`config.mk`:
```
export PLATFORM = sky130hd
export DESIGN_NAME = instr_fetch
export DESIGN_NICKNAME = d
export VERILOG_FILES = /design/src/rtl/instr_fetch.sv
export SDC_FILE = /design/constraint.sdc
export NUM_CORES = 1
export LEC_CHECK = 0
export ABC_AREA = 0
export BUFFER_PORTS_ARGS = -buffer_cell sky130_fd_sc_hd__buf_2
export CORE_UTILIZATION = 47
export CTS_CLUSTER_DIAMETER = 100
export DETAILED_ROUTE_END_ITERATION = 6
export PLACE_DENSITY_LB_ADDON = 0.05
export REMOVE_ABC_BUFFERS = 1
export SETUP_SLACK_MARGIN = 0.15
export SLEW_MARGIN = 20
export SYNTH_ARGS = -nofsm -noshare
export SYNTH_HDL_FRONTEND = slang
export SYNTH_SLANG_ARGS = --single-unit
```
`constraint.sdc`:
```
create_clock -name I_clk -period 1.7 [get_ports I_clk]
set_input_delay 0.51 -clock I_clk [delete_from_list [all_inputs] [get_ports I_clk]]
set_output_delay 0.51 -clock I_clk [all_outputs]
set_load 0.01 [all_outputs]
```
`src/rtl/instr_fetch.sv`:
```
// Purpose : instruction fetch sequencer; one memory read per accepted start, flags misaligned PCs and memory timeouts.
// Latency : start sampled at edge 0 -> O_mem_req after edge 0; ack sampled at edge k -> O_valid/O_pc_advance for the cycle after edge k.
// Backpress: no start is accepted outside IDLE; O_mem_req is held with a stable O_mem_addr until ack, flush or timeout.
//
// Ports:
//   I_clk, I_reset             clock and asynchronous active-high reset
//   I_start, I_pc              fetch request and its address (sampled when accepted in IDLE)
//   I_flush                    abort an outstanding fetch; beats a same-cycle start or ack
//   I_clear                    leave FAULT
//   O_mem_addr, O_mem_req      memory read request towards instruction memory
//   I_mem_ack, I_mem_data      memory response, data valid in the ack cycle
//   O_instr                    last fetched instruction, held until the next accepted ack
//   O_valid, O_pc_advance      coincident 1-cycle pulses after a completed fetch
//   O_busy                     high in every state except IDLE
//   O_fault, O_fault_cause     FAULT indication; cause 01 misaligned, 10 timeout

module instr_fetch #(
    parameter int ADDR_W  = 16,
    parameter int DATA_W  = 16,
    parameter int TIMEOUT = 15
) (
    input  logic              I_clk,
    input  logic              I_reset,
    input  logic              I_start,
    input  logic [ADDR_W-1:0] I_pc,
    input  logic              I_flush,
    input  logic              I_clear,
    output logic [ADDR_W-1:0] O_mem_addr,
    output logic              O_mem_req,
    input  logic              I_mem_ack,
    input  logic [DATA_W-1:0] I_mem_data,
    output logic [DATA_W-1:0] O_instr,
    output logic              O_valid,
    output logic              O_pc_advance,
    output logic              O_busy,
    output logic              O_fault,
    output logic [1:0]        O_fault_cause
);

    localparam int               CNT_W    = $clog2(TIMEOUT + 1);
    // Counter value during the last BUSY cycle in which an ack is still accepted.
    localparam logic [CNT_W-1:0] CNT_LAST = CNT_W'(TIMEOUT - 1);

    localparam logic [1:0] CAUSE_NONE      = 2'b00;
    localparam logic [1:0] CAUSE_MISALIGN  = 2'b01;
    localparam logic [1:0] CAUSE_TIMEOUT   = 2'b10;

    typedef enum logic [1:0] {
        S_IDLE  = 2'd0,
        S_BUSY  = 2'd1,
        S_DONE  = 2'd2,
        S_FAULT = 2'd3
    } state_t;

    state_t           r_state;
    logic [CNT_W-1:0] r_cnt;

    // Every output is a register updated alongside the state, so each one
    // reflects the state entered at the most recent edge.
    always_ff @(posedge I_clk or posedge I_reset) begin
        if (I_reset) begin
            r_state       <= S_IDLE;
            r_cnt         <= '0;
            O_mem_addr    <= '0;
            O_mem_req     <= 1'b0;
            O_instr       <= '0;
            O_valid       <= 1'b0;
            O_pc_advance  <= 1'b0;
            O_busy        <= 1'b0;
            O_fault       <= 1'b0;
            O_fault_cause <= CAUSE_NONE;
        end else begin
            case (r_state)
                S_IDLE: begin
                    // A flush in the same cycle suppresses the start.
                    if (I_start && !I_flush) begin
                        O_busy <= 1'b1;
                        if (I_pc[0]) begin
                            // Odd address: fault without ever touching memory.
                            r_state       <= S_FAULT;
                            O_fault       <= 1'b1;
                            O_fault_cause <= CAUSE_MISALIGN;
                        end else begin
                            r_state    <= S_BUSY;
                            r_cnt      <= '0;
                            O_mem_addr <= I_pc;
                            O_mem_req  <= 1'b1;
                        end
                    end
                end

                S_BUSY: begin
                    if (I_flush) begin
                        // Any ack in this cycle is dropped; O_instr keeps its value.
                        r_state   <= S_IDLE;
                        O_mem_req <= 1'b0;
                        O_busy    <= 1'b0;
                    end else if (I_mem_ack) begin
                        r_state      <= S_DONE;
                        O_instr      <= I_mem_data;
                        O_mem_req    <= 1'b0;
                        O_valid      <= 1'b1;
                        O_pc_advance <= 1'b1;
                    end else if (r_cnt == CNT_LAST) begin
                        r_state       <= S_FAULT;
                        O_mem_req     <= 1'b0;
                        O_fault       <= 1'b1;
                        O_fault_cause <= CAUSE_TIMEOUT;
                    end else begin
                        r_cnt <= r_cnt + CNT_W'(1);
                    end
                end

                S_DONE: begin
                    // Single-cycle completion; a start seen here is not accepted.
                    r_state      <= S_IDLE;
                    O_valid      <= 1'b0;
                    O_pc_advance <= 1'b0;
                    O_busy       <= 1'b0;
                end

                S_FAULT: begin
                    if (I_clear) begin
                        r_state       <= S_IDLE;
                        O_fault       <= 1'b0;
                        O_fault_cause <= CAUSE_NONE;
                        O_busy        <= 1'b0;
                    end
                end

                default: begin
                    r_state       <= S_IDLE;
                    O_mem_req     <= 1'b0;
                    O_valid       <= 1'b0;
                    O_pc_advance  <= 1'b0;
                    O_busy        <= 1'b0;
                    O_fault       <= 1'b0;
                    O_fault_cause <= CAUSE_NONE;
                end
            endcase
        end
    end

endmodule

```
==> reports/results.ini, run 1 <==
[sta]
final_min_period_over_clock_period = 0.884
final-hold-violation-count = 0
grt_setup_unrepaired = yes
report.final.slew_viol_count = 0
fmax_ghz = 0.666
timing.setup.tns_ns = 0
period_minus_slack_ns = 1.50
finalWorstSetupSlack_ns = 0.198
setup_skew_ns = 0.0123
setup_violations = 0

[drt]
wl_met1_um = 1580
num_vias = 1414
routed-wl-met2_um = 1850
met3_wl_um = 311
remaining_drc_errors = 0
detail_route.wirelength_um = 3790
routed_wire_per_std_cell_um = 13.5
highest_layer = met4
drtAntennaViolNets = 0
avgViaCountPerCell = 5.05
dr.first_iter.drc_count = 52
detailedRoute.firstPassIterationCount = 4

[clocking]
clk_root_buffer_cell = sky130_fd_sc_hd__clkbuf_8
clock_buffers_created_by_tritoncts = 5
clkLatencyLatePin_ns = 0.30
cts.clk_slew.worst_paths_ns = 0.09
ctsHoldBuffers = 0
clock_tree.buffer_depth = 2
clkSinkCount = 43
tritoncts = built
ctsHtreeMaxLevel = 2

[critical_path]
critPathArrivalTime_ns = 1.68
crit_required_ns = 1.88
critical_path.max_fanout = 16
worst-r2r-cell-count = 4
origin_of_the_critical_flop_to_flop_path = r_state[1]$_DFFE_PP0P_
r2r-end = O_instr[10]$_DFFE_PP0P_
start_kind = flop
setup.worst_path.end_class = flop
timing.setup.critical_path_class = reg -> reg
timing.reg2reg.setup_slack_ns = 0.20

[placement]
hpwlAfterDp_um = 2770
detailedPlace.worstSlack_ns = 0.0460
post_dp_cell_area_mm2 = 0.00235
finalWeightedCongestion = 0.817
place.port_buffers = 75

[grt]
initial_antenna_violation_count = 0
overflow = 0
grt_use_total = 0.191
first_global_vias = 1329
grt_start_max_net_pins = 44
grt_first_pass_wirelength_um = 6000

[yosys]
synth-warning-count = 0
postSynth.asyncResetShare = 1.00
synthFlopType = sky130_fd_sc_hd__dfrtp_1
ys_seq_area_frac = 0.571
yosys_register_bits = 43
synthDistinctLibCells = 40
count_of_flip_flops_with_a_built_in_enable_after_synthesis = 0
netlist_area_mm2 = 0.00188
syn-mean-instance-area_um2 = 13.0
post_synthesis_cell_count = 145

[floorplan]
die-area_mm2 = 0.00427
fp.dieH_um = 65.3
floorplan.rows = 22
core_mm2 = 0.00374
die_x_um = 65.3
initial_utilization = 0.503
boundaryPins = 77

[layout]
fill_cells = 332
syn2layout_area_growth_pct = 31.5
nets = 271
n_antenna_cell = 0
finalInstanceArea_mm2 = 0.00248
share_of_layout_cells_above_drive_strength_1 = 0.565

[hold_path]
hold_class = in -> async

[pwr]
irDropWorstVdd_mv = 0.715
leakagePower_nw = 1.21
pwr_cell_area_mw_per_mm2 = 1290

[run_status]
status = finished, final reports clean

[flow_run]
maxCapViolations = 0

[cell families after synthesis]
| family | synth area share |
|---|---|
| and+or+nand+nor | 0.107 |
| other | 0.00199 |
| DFF | 0.571 |
| muxes | 0.185 |
| adders and majority gates | 0.0133 |
| buffers and inverters | 0.0432 |
| AOI/OAI and AO/OA | 0.0784 |
[area by class of cell]
type                       count  area (um2)  share of cell area
timing repair buffer          87         500               0.202
clock buffer                   6        72.6              0.0293
clock inverter                 2        12.5             0.00505
multi-input combinational     89         737               0.297
tap                           48        60.1              0.0242
sequential                    43        1080               0.435
inverter                       5        18.8             0.00757
[cells in the final DEF, fill, tap and decap left out, types with 3 or more instances in the layout]
| master | n |
|---|---|
| sky130_fd_sc_hd__o21ai_0 | 6 |
| sky130_fd_sc_hd__buf_12 | 3 |
| sky130_fd_sc_hd__buf_4 | 8 |
| sky130_fd_sc_hd__inv_1 | 5 |
| sky130_fd_sc_hd__nand3_1 | 5 |
| sky130_fd_sc_hd__a21oi_1 | 3 |
| sky130_fd_sc_hd__dfrtp_1 | 42 |
| sky130_fd_sc_hd__mux2_2 | 29 |
| sky130_fd_sc_hd__nand2_1 | 9 |
| sky130_fd_sc_hd__clkbuf_8 | 5 |
| sky130_fd_sc_hd__buf_2 | 75 |
[flip-flops by register name (all words and copies together), names as in the netlist]
signal         count
O_mem_addr        15
O_busy             1
O_fault_cause      2
O_fault            1
r_state            2
r_cnt              4
O_instr           16
O_mem_req          1
O_pc_advance       1
[through the flow]
stage               utilization  instances  power (mW)  hold WS [ns]
floorplan                     -        137        2.08         0.529
global placement          0.629        268        2.52         0.461
detailed placement        0.629        268        2.57         0.471
CTS                       0.654        276        3.21         0.271
global route              0.662        280        3.41         0.288
finish                    0.662        280        3.20         0.267
[metal layers]
metal	GRT usage	vias to the layer above
li1	-	682
met1	0.226	661
met2	0.317	65
met3	0.0625	6
met4	0.0815	0
met5	0	-
[worst max-delay path by stage]
stage	start	end	slack, ns	cells past startpoint
finish	r_state[1]$_DFFE_PP0P_	O_instr[10]$_DFFE_PP0P_	0.20	4
global route	r_cnt[0]$_DFFE_PP0P_	O_mem_req$_DFFE_PP0P_	0.13	6
CTS	r_state[0]$_DFFE_PP0P_	O_mem_addr[5]$_DFFE_PP0P_	0.18	5
detailed placement	I_start	O_mem_addr[5]$_DFFE_PP0P_	0.05	6
global placement	I_start	O_mem_addr[14]$_DFFE_PP0P_	0.10	6
floorplan	r_state[0]$_DFFE_PP0P_	O_instr[0]$_DFFE_PP0P_	-0.08	3
[cells in the mapped netlist, types with 2 or more instances]
cell                      count  area share
sky130_fd_sc_hd__dfrtp_1     43        0.57
sky130_fd_sc_hd__mux2_2      29        0.17
sky130_fd_sc_hd__nand2_1      9       0.018
sky130_fd_sc_hd__o21ai_0      6       0.016
sky130_fd_sc_hd__inv_1        5       0.010
sky130_fd_sc_hd__nand3_1      5       0.013
sky130_fd_sc_hd__a21oi_1      3      0.0080
sky130_fd_sc_hd__buf_6        3       0.018
sky130_fd_sc_hd__a22o_1       2      0.0093
sky130_fd_sc_hd__a22oi_1      2      0.0080
sky130_fd_sc_hd__and3_1       2      0.0066
sky130_fd_sc_hd__buf_2        2      0.0053
sky130_fd_sc_hd__buf_4        2      0.0080
sky130_fd_sc_hd__ha_1         2       0.013
sky130_fd_sc_hd__mux2_1       2       0.012
sky130_fd_sc_hd__nor2_1       2      0.0040
sky130_fd_sc_hd__o21ai_1      2      0.0053
sky130_fd_sc_hd__o22ai_1      2      0.0066
[critical path, cell delays in order (launching register included)]
cell and delay (ns):
sky130_fd_sc_hd__dfrtp_1 0.43, sky130_fd_sc_hd__nand2b_4 0.18, sky130_fd_sc_hd__nor3b_4 0.25, sky130_fd_sc_hd__buf_12 0.18
sky130_fd_sc_hd__mux2_2 0.34
[power breakdown]
part           switching, mW  internal [mW]  leakage, nW
Sequential             0.184           1.35        0.520
Combinational          0.482          0.550        0.648
Clock                  0.344          0.287       0.0412
Total                   1.01           2.19         1.21
[timing repair]
| action | in CTS | in global routing |
|---|---|---|
| resized for setup | 2 | 1 |
| endpoints found under the setup margin | 32 | 24 |
| buffers inserted | 0 | 4 |
Power figures use the tool's default switching activity.
==> run 2: changes to the inputs <==
CORE_UTILIZATION = 53   (was 47)
CTS_BUF_LIST = sky130_fd_sc_hd__clkbuf_2 sky130_fd_sc_hd__clkbuf_4 sky130_fd_sc_hd__clkbuf_8   (was not set)
clock period = 1.75 ns   (was 1.7 ns; I/O delays follow)
==> run 2 against run 1 <==
Count of clock-buffer cells in the layout unchanged. Largest cell class unchanged. First-iteration DRC count fell by 52%. Fmax shrank 2.4%. Combinational power decreased by 5%. Clock power is 25% lower. Critical path type unchanged. Via count grew 1.3%. Cell count fell by 1.4%. Critical endpoint is now O_instr[13]$_DFFE_PP0P_. Register-to-register slack about the same.
==> reports/results.ini, run 2 (synthesized netlist as in run 1, its figures left out) <==
[run_status]
status = finished, final reports clean

[sta]
final-hold-violation-count = 0
grt_setup_unrepaired = no
period_minus_slack_ns = 1.54
setup_violations = 0
final_min_period_over_clock_period = 0.880
report.final.slew_viol_count = 0
fmax_ghz = 0.650
setup_skew_ns = 0.00584

[critical_path]
critPathArrivalTime_ns = 1.78
setup.worst_path.end_class = flop
start_kind = flop
critical_path.max_fanout = 16
timing.setup.critical_path_class = reg -> reg
crit_required_ns = 2.00
timing.reg2reg.setup_slack_ns = 0.21

[hold_path]
hold_class = in -> async

[layout]
nets = 269
post_layout_nonfiller_instances = 276
utilization = 0.724
layout_commonest_cell = sky130_fd_sc_hd__buf_2
flip_flop_count_of_the_largest_register_all_copies_and_words_added = 16
share_of_layout_cells_above_drive_strength_1 = 0.565
fill_cells = 279
most-common-layout-cells = sky130_fd_sc_hd__buf_2, sky130_fd_sc_hd__dfrtp_1, sky130_fd_sc_hd__mux2_2
reg_top3 = O_instr x16, O_mem_addr x15, r_cnt x4
n_antenna_cell = 0
max_flop_register = O_instr
syn2layout_area_growth_pct = 29.1
finalInstanceArea_mm2 = 0.00243

[floorplan]
core_mm2 = 0.00336
initial_utilization = 0.560
fp.dieH_um = 61.6
boundaryPins = 77
die-area_mm2 = 0.00380
die_x_um = 61.6
floorplan.rows = 21

[drt]
detailedRoute.firstPassIterationCount = 4
avgViaCountPerCell = 5.19
routed_wire_per_std_cell_um = 13.4
detail_route.wirelength_um = 3690
drtAntennaViolNets = 0
num_vias = 1433
remaining_drc_errors = 0
dr.first_iter.drc_count = 25

[flow_run]
maxCapViolations = 0

[pwr]
irDropWorstVdd_mv = 0.748
p_sw_mw = 0.947
leakagePower_nw = 1.19
comb_power_share = 0.333
pwr-share-seq = 0.506
internal_power_contribution_mw = 2.00
swShare = 0.321
clock_power_share = 0.161
pwr_cell_area_mw_per_mm2 = 1210

[grt]
first_global_vias = 1327
grt_use_total = 0.202
initial_antenna_violation_count = 0
grt_start_max_net_pins = 44
overflow = 0
grt_first_pass_wirelength_um = 5480

[clocking]
clk_root_buffer_cell = sky130_fd_sc_hd__clkbuf_4
ctsHoldBuffers = 0
clock_tree.buffer_depth = 2
clkLatencyLatePin_ns = 0.35
clkSinkCount = 43
cts.clk_slew.worst_paths_ns = 0.12
tritoncts = built
clock_buffers_created_by_tritoncts = 5
ctsHtreeMaxLevel = 2

[placement]
hpwlAfterDp_um = 2790
post_dp_cell_area_mm2 = 0.00234
place_inst = 264
finalWeightedCongestion = 0.774
place.port_buffers = 75

-- run 2: changes by cell type in the layout (fill, tap and decap cells not counted), sizes merged --
cell    delta
clkbuf     -1
buf        -1
-- run 2: routing by layer --
layer | GRT usage | share of wire | up-vias
li1 | - | - | 686
met5 | 0 | 0 | -
met1 | 0.227 | 0.39 | 677
met4 | 0.0952 | 0.017 | 0
met3 | 0.0525 | 0.068 | 7
met2 | 0.358 | 0.52 | 63
-- run 2: metrics by stage --
stage | power, mW | setup WS (ns) | hold WS (ns) | TNS, ns
6_report | 2.95 | 0.211 | 0.209 | 0
3_5_place_dp | 2.49 | 0.0308 | 0.479 | 0
3_3_place_gp | 2.44 | 0.110 | 0.467 | 0
2_1_floorplan | 2.03 | -0.0261 | 0.529 | -0.417
4_1_cts | 2.97 | 0.158 | 0.202 | 0
5_1_grt | 3.16 | 0.152 | 0.213 | 0
-- run 2: what timing repair did --
action	CTS	global route
gates resized for setup	1	2
setup endpoints to repair	20	29
setup buffers	0	4
-- run 2: path summary, 6_finish.rpt --
| check | end | cells past startpoint | start |
|---|---|---|---|
| max | O_instr[13]$_DFFE_PP0P_ | 4 | r_state[1]$_DFFE_PP0P_ |
| min | O_mem_addr[3]$_DFFE_PP0P_ | 3 | I_reset |
| max reg2reg | O_instr[13]$_DFFE_PP0P_ | 4 | r_state[1]$_DFFE_PP0P_ |
| min reg2reg | O_mem_addr[3]$_DFFE_PP0P_ | 1 | O_mem_addr[3]$_DFFE_PP0P_ |
| max in group asynchronous | r_state[0]$_DFFE_PP0P_ | 3 | I_reset |
| min in group I_clk | O_instr[0]$_DFFE_PP0P_ | 2 | I_mem_data[0] |
-- run 2: cell type report --
type / instances / area (um2) / area share
clock inverter: 2 / 12.5 / 0.00514
clock buffer: 6 / 45.0 / 0.0185
multi-input combinational: 89 / 733 / 0.301
timing repair buffer: 85 / 488 / 0.201
tap: 46 / 57.6 / 0.0237
sequential: 43 / 1080 / 0.443
inverter: 5 / 18.8 / 0.00771
-- run 2: critical path: stages, from the launching register on --
cell and delay [ns]:
sky130_fd_sc_hd__dfrtp_2 0.49, sky130_fd_sc_hd__nand2b_4 0.19, sky130_fd_sc_hd__nor3b_4 0.24, sky130_fd_sc_hd__buf_12 0.18
sky130_fd_sc_hd__mux2_2 0.34
-- run 2: power by group through the flow --
| stage | logic (mW) | clock network [mW] | registers [mW] |
|---|---|---|---|
| final | 0.983 | 0.474 | 1.49 |
| after global routing | 1.08 | 0.542 | 1.54 |
| after CTS | 0.972 | 0.501 | 1.50 |
| after detailed placement | 0.970 | 0 | 1.52 |
| after global placement | 0.943 | 0 | 1.49 |
| after floorplan | 0.368 | 0 | 1.66 |
==> run 3: changes to the inputs <==
CORE_UTILIZATION = 49   (was 53)
clock period = 1.43 ns   (was 1.75 ns; I/O delays follow)
==> run 3 against run 2 <==
The flow now finishes with violations (setup timing). Critical path depth increased by 1. Global-route usage increased by 5.2 points. Final area increased by 28%. Count of clock-buffer cells in the layout unchanged. Setup slack got worse by 0.32 ns. Combinational power increased by 92%. Sequential power increased by 25%. Clock power increased by 64%. Fmax increased by 0.17%. Core utilization increased by 13 points. Total power increased by 53%.
==> reports/results.ini, run 3 (synthesized netlist as in run 1, its figures left out) <==
[run_status]
status = complete, but fails checks
violations_in_the_final_reports = setup timing

[layout]
fill_cells = 163
layout_commonest_cell = sky130_fd_sc_hd__buf_2
most-common-layout-cells = sky130_fd_sc_hd__buf_2, sky130_fd_sc_hd__dfrtp_1, sky130_fd_sc_hd__buf_4
utilization = 0.852
area_occupied_by_multi_input_gates_mm2 = 0.00102
flip_flop_count_of_the_largest_register_all_copies_and_words_added = 16
share_of_layout_cells_above_drive_strength_1 = 0.728
nets = 307
seq_area_mm2 = 0.00108
reg_top3 = O_instr x16, O_mem_addr x15, r_cnt x4
n_antenna_cell = 0
max_flop_register = O_instr
syn2layout_area_growth_pct = 65.5

[clocking]
clkLatencyLatePin_ns = 0.30
tritoncts = built
cts.clk_slew.worst_paths_ns = 0.08
clock_buffers_created_by_tritoncts = 5
clkSinkCount = 43
clk_root_buffer_cell = sky130_fd_sc_hd__clkbuf_8
clock_tree.buffer_depth = 2
ctsHtreeMaxLevel = 2

[sta]
setup_skew_ns = 0.00939
finalWorstSetupSlack_ns = -0.107
fmax_ghz = 0.651
fin_hold_ws_ns = 0.158
final-hold-violation-count = 0
report.final.slew_viol_count = 0
final_min_period_over_clock_period = 1.07
setup_violations = 33
period_minus_slack_ns = 1.54
grt_setup_unrepaired = yes

[grt]
first_global_vias = 1585
overflow = 0
grt_start_max_net_pins = 28
grt_first_pass_wirelength_um = 7800
initial_antenna_violation_count = 0
grt_use_total = 0.254

[floorplan]
die_x_um = 64.0
floorplan.rows = 22
core_mm2 = 0.00366
die-area_mm2 = 0.00410
initial_utilization = 0.515
boundaryPins = 77
fp.dieH_um = 64.0

[drt]
dr.first_iter.drc_count = 62
avgViaCountPerCell = 5.24
detail_route.wirelength_um = 5470
routed_wire_per_std_cell_um = 17.3
detailedRoute.firstPassIterationCount = 4
drtAntennaViolNets = 0
num_vias = 1657
remaining_drc_errors = 0

[critical_path]
critPathArrivalTime_ns = 1.71
worst-r2r-cell-count = 5
critical_path.max_fanout = 8
cp_common_cell = sky130_fd_sc_hd__buf_12
origin_of_the_critical_flop_to_flop_path = r_state[1]$_DFFE_PP0P_
largest_incremental_delay_on_the_critical_path_ns = 0.45
crit_required_ns = 1.61
setup.worst_path.end_class = flop
r2r-end = O_instr[14]$_DFFE_PP0P_
crit_start = r_state[1]$_DFFE_PP0P_
critPathSlowestCell = sky130_fd_sc_hd__dfrtp_1
critical_path.endpoint = O_instr[14]$_DFFE_PP0P_
timing.reg2reg.setup_slack_ns = -0.11
timing.setup.critical_path_class = reg -> reg
cell_chain_of_the_critical_path = nand2b_4 > nor3b_4 > buf_12 > buf_12 > mux2_4
start_kind = flop

[pwr]
p_sw_mw = 1.45
pwr_cell_area_mw_per_mm2 = 1450
pwr-share-seq = 0.410
swShare = 0.321
internal_power_contribution_mw = 3.07
report.power.total_mw = 4.53
irDropWorstVdd_mv = 1.04
comb_power_share = 0.418
clock_power_share = 0.172
leakagePower_nw = 1.54

[placement]
hpwlAfterDp_um = 2960
finalWeightedCongestion = 0.821
place.port_buffers = 75

[hold_path]
hold_class = in -> async

[flow_run]
maxCapViolations = 0

## run 3: timing repair
action	4_1_cts	5_1_grt
setup endpoints to repair	40	61
buffers inserted	12	13
gates cloned	2	0
gates resized for setup	72	10
hold buffers	0	0
pin swaps	17	7
## run 3: how the worst min path moves through the flow
| stage | slack (ns) | cells past startpoint | end |
|---|---|---|---|
| detailed placement | 0.47 | 3 | O_instr[15]$_DFFE_PP0P_ |
| global route | 0.18 | 3 | O_instr[5]$_DFFE_PP0P_ |
| finish | 0.16 | 3 | O_instr[6]$_DFFE_PP0P_ |
| floorplan | 0.53 | 1 | r_state[1]$_DFFE_PP0P_ |
| CTS | 0.16 | 3 | O_instr[15]$_DFFE_PP0P_ |
| global placement | 0.46 | 3 | O_instr[12]$_DFFE_PP0P_ |
## run 3: metal layers
| metal | track usage | wire length [um] | up-vias |
|---|---|---|---|
| li1 | - | - | 758 |
| met4 | 0.0739 | 99 | 0 |
| met1 | 0.321 | 2260 | 815 |
| met5 | 0 | 0 | - |
| met3 | 0.0732 | 286 | 16 |
| met2 | 0.423 | 2820 | 68 |
## run 3: critical path, delay by kind of cell, from the launching register on
family	cells	cell delay (ns)
and+or+nand+nor	2	0.38
buffers and inverters	2	0.27
DFF	1	0.45
muxes	1	0.30
## run 3: power by group through the flow
stage	logic (mW)	registers [mW]	clock network (mW)
global route	2.00	1.89	0.834
finish	1.89	1.86	0.777
floorplan	0.451	2.03	0
detailed placement	1.30	1.83	0
CTS	1.66	1.83	0.769
global placement	1.26	1.81	0
## run 3: per-stage QoR
stage	TNS (ns)	area [um2]	instances	setup slack [ns]
after CTS	-0.789	2970	303	-0.0542
after floorplan	-8.35	1820	137	-0.346
after global placement	-1.29	2440	281	-0.0503
after global routing	-3.99	3120	316	-0.144
final	-2.93	3120	316	-0.107
after detailed placement	-2.47	2440	281	-0.105
## run 3: area by class of cell
cell class                 count  share of cell area
tap                           48              0.0193
clock buffer                   6              0.0245
clock inverter                 2             0.00401
multi-input combinational     89               0.327
sequential                    43               0.346
inverter                       5             0.00602
timing repair buffer         123               0.273
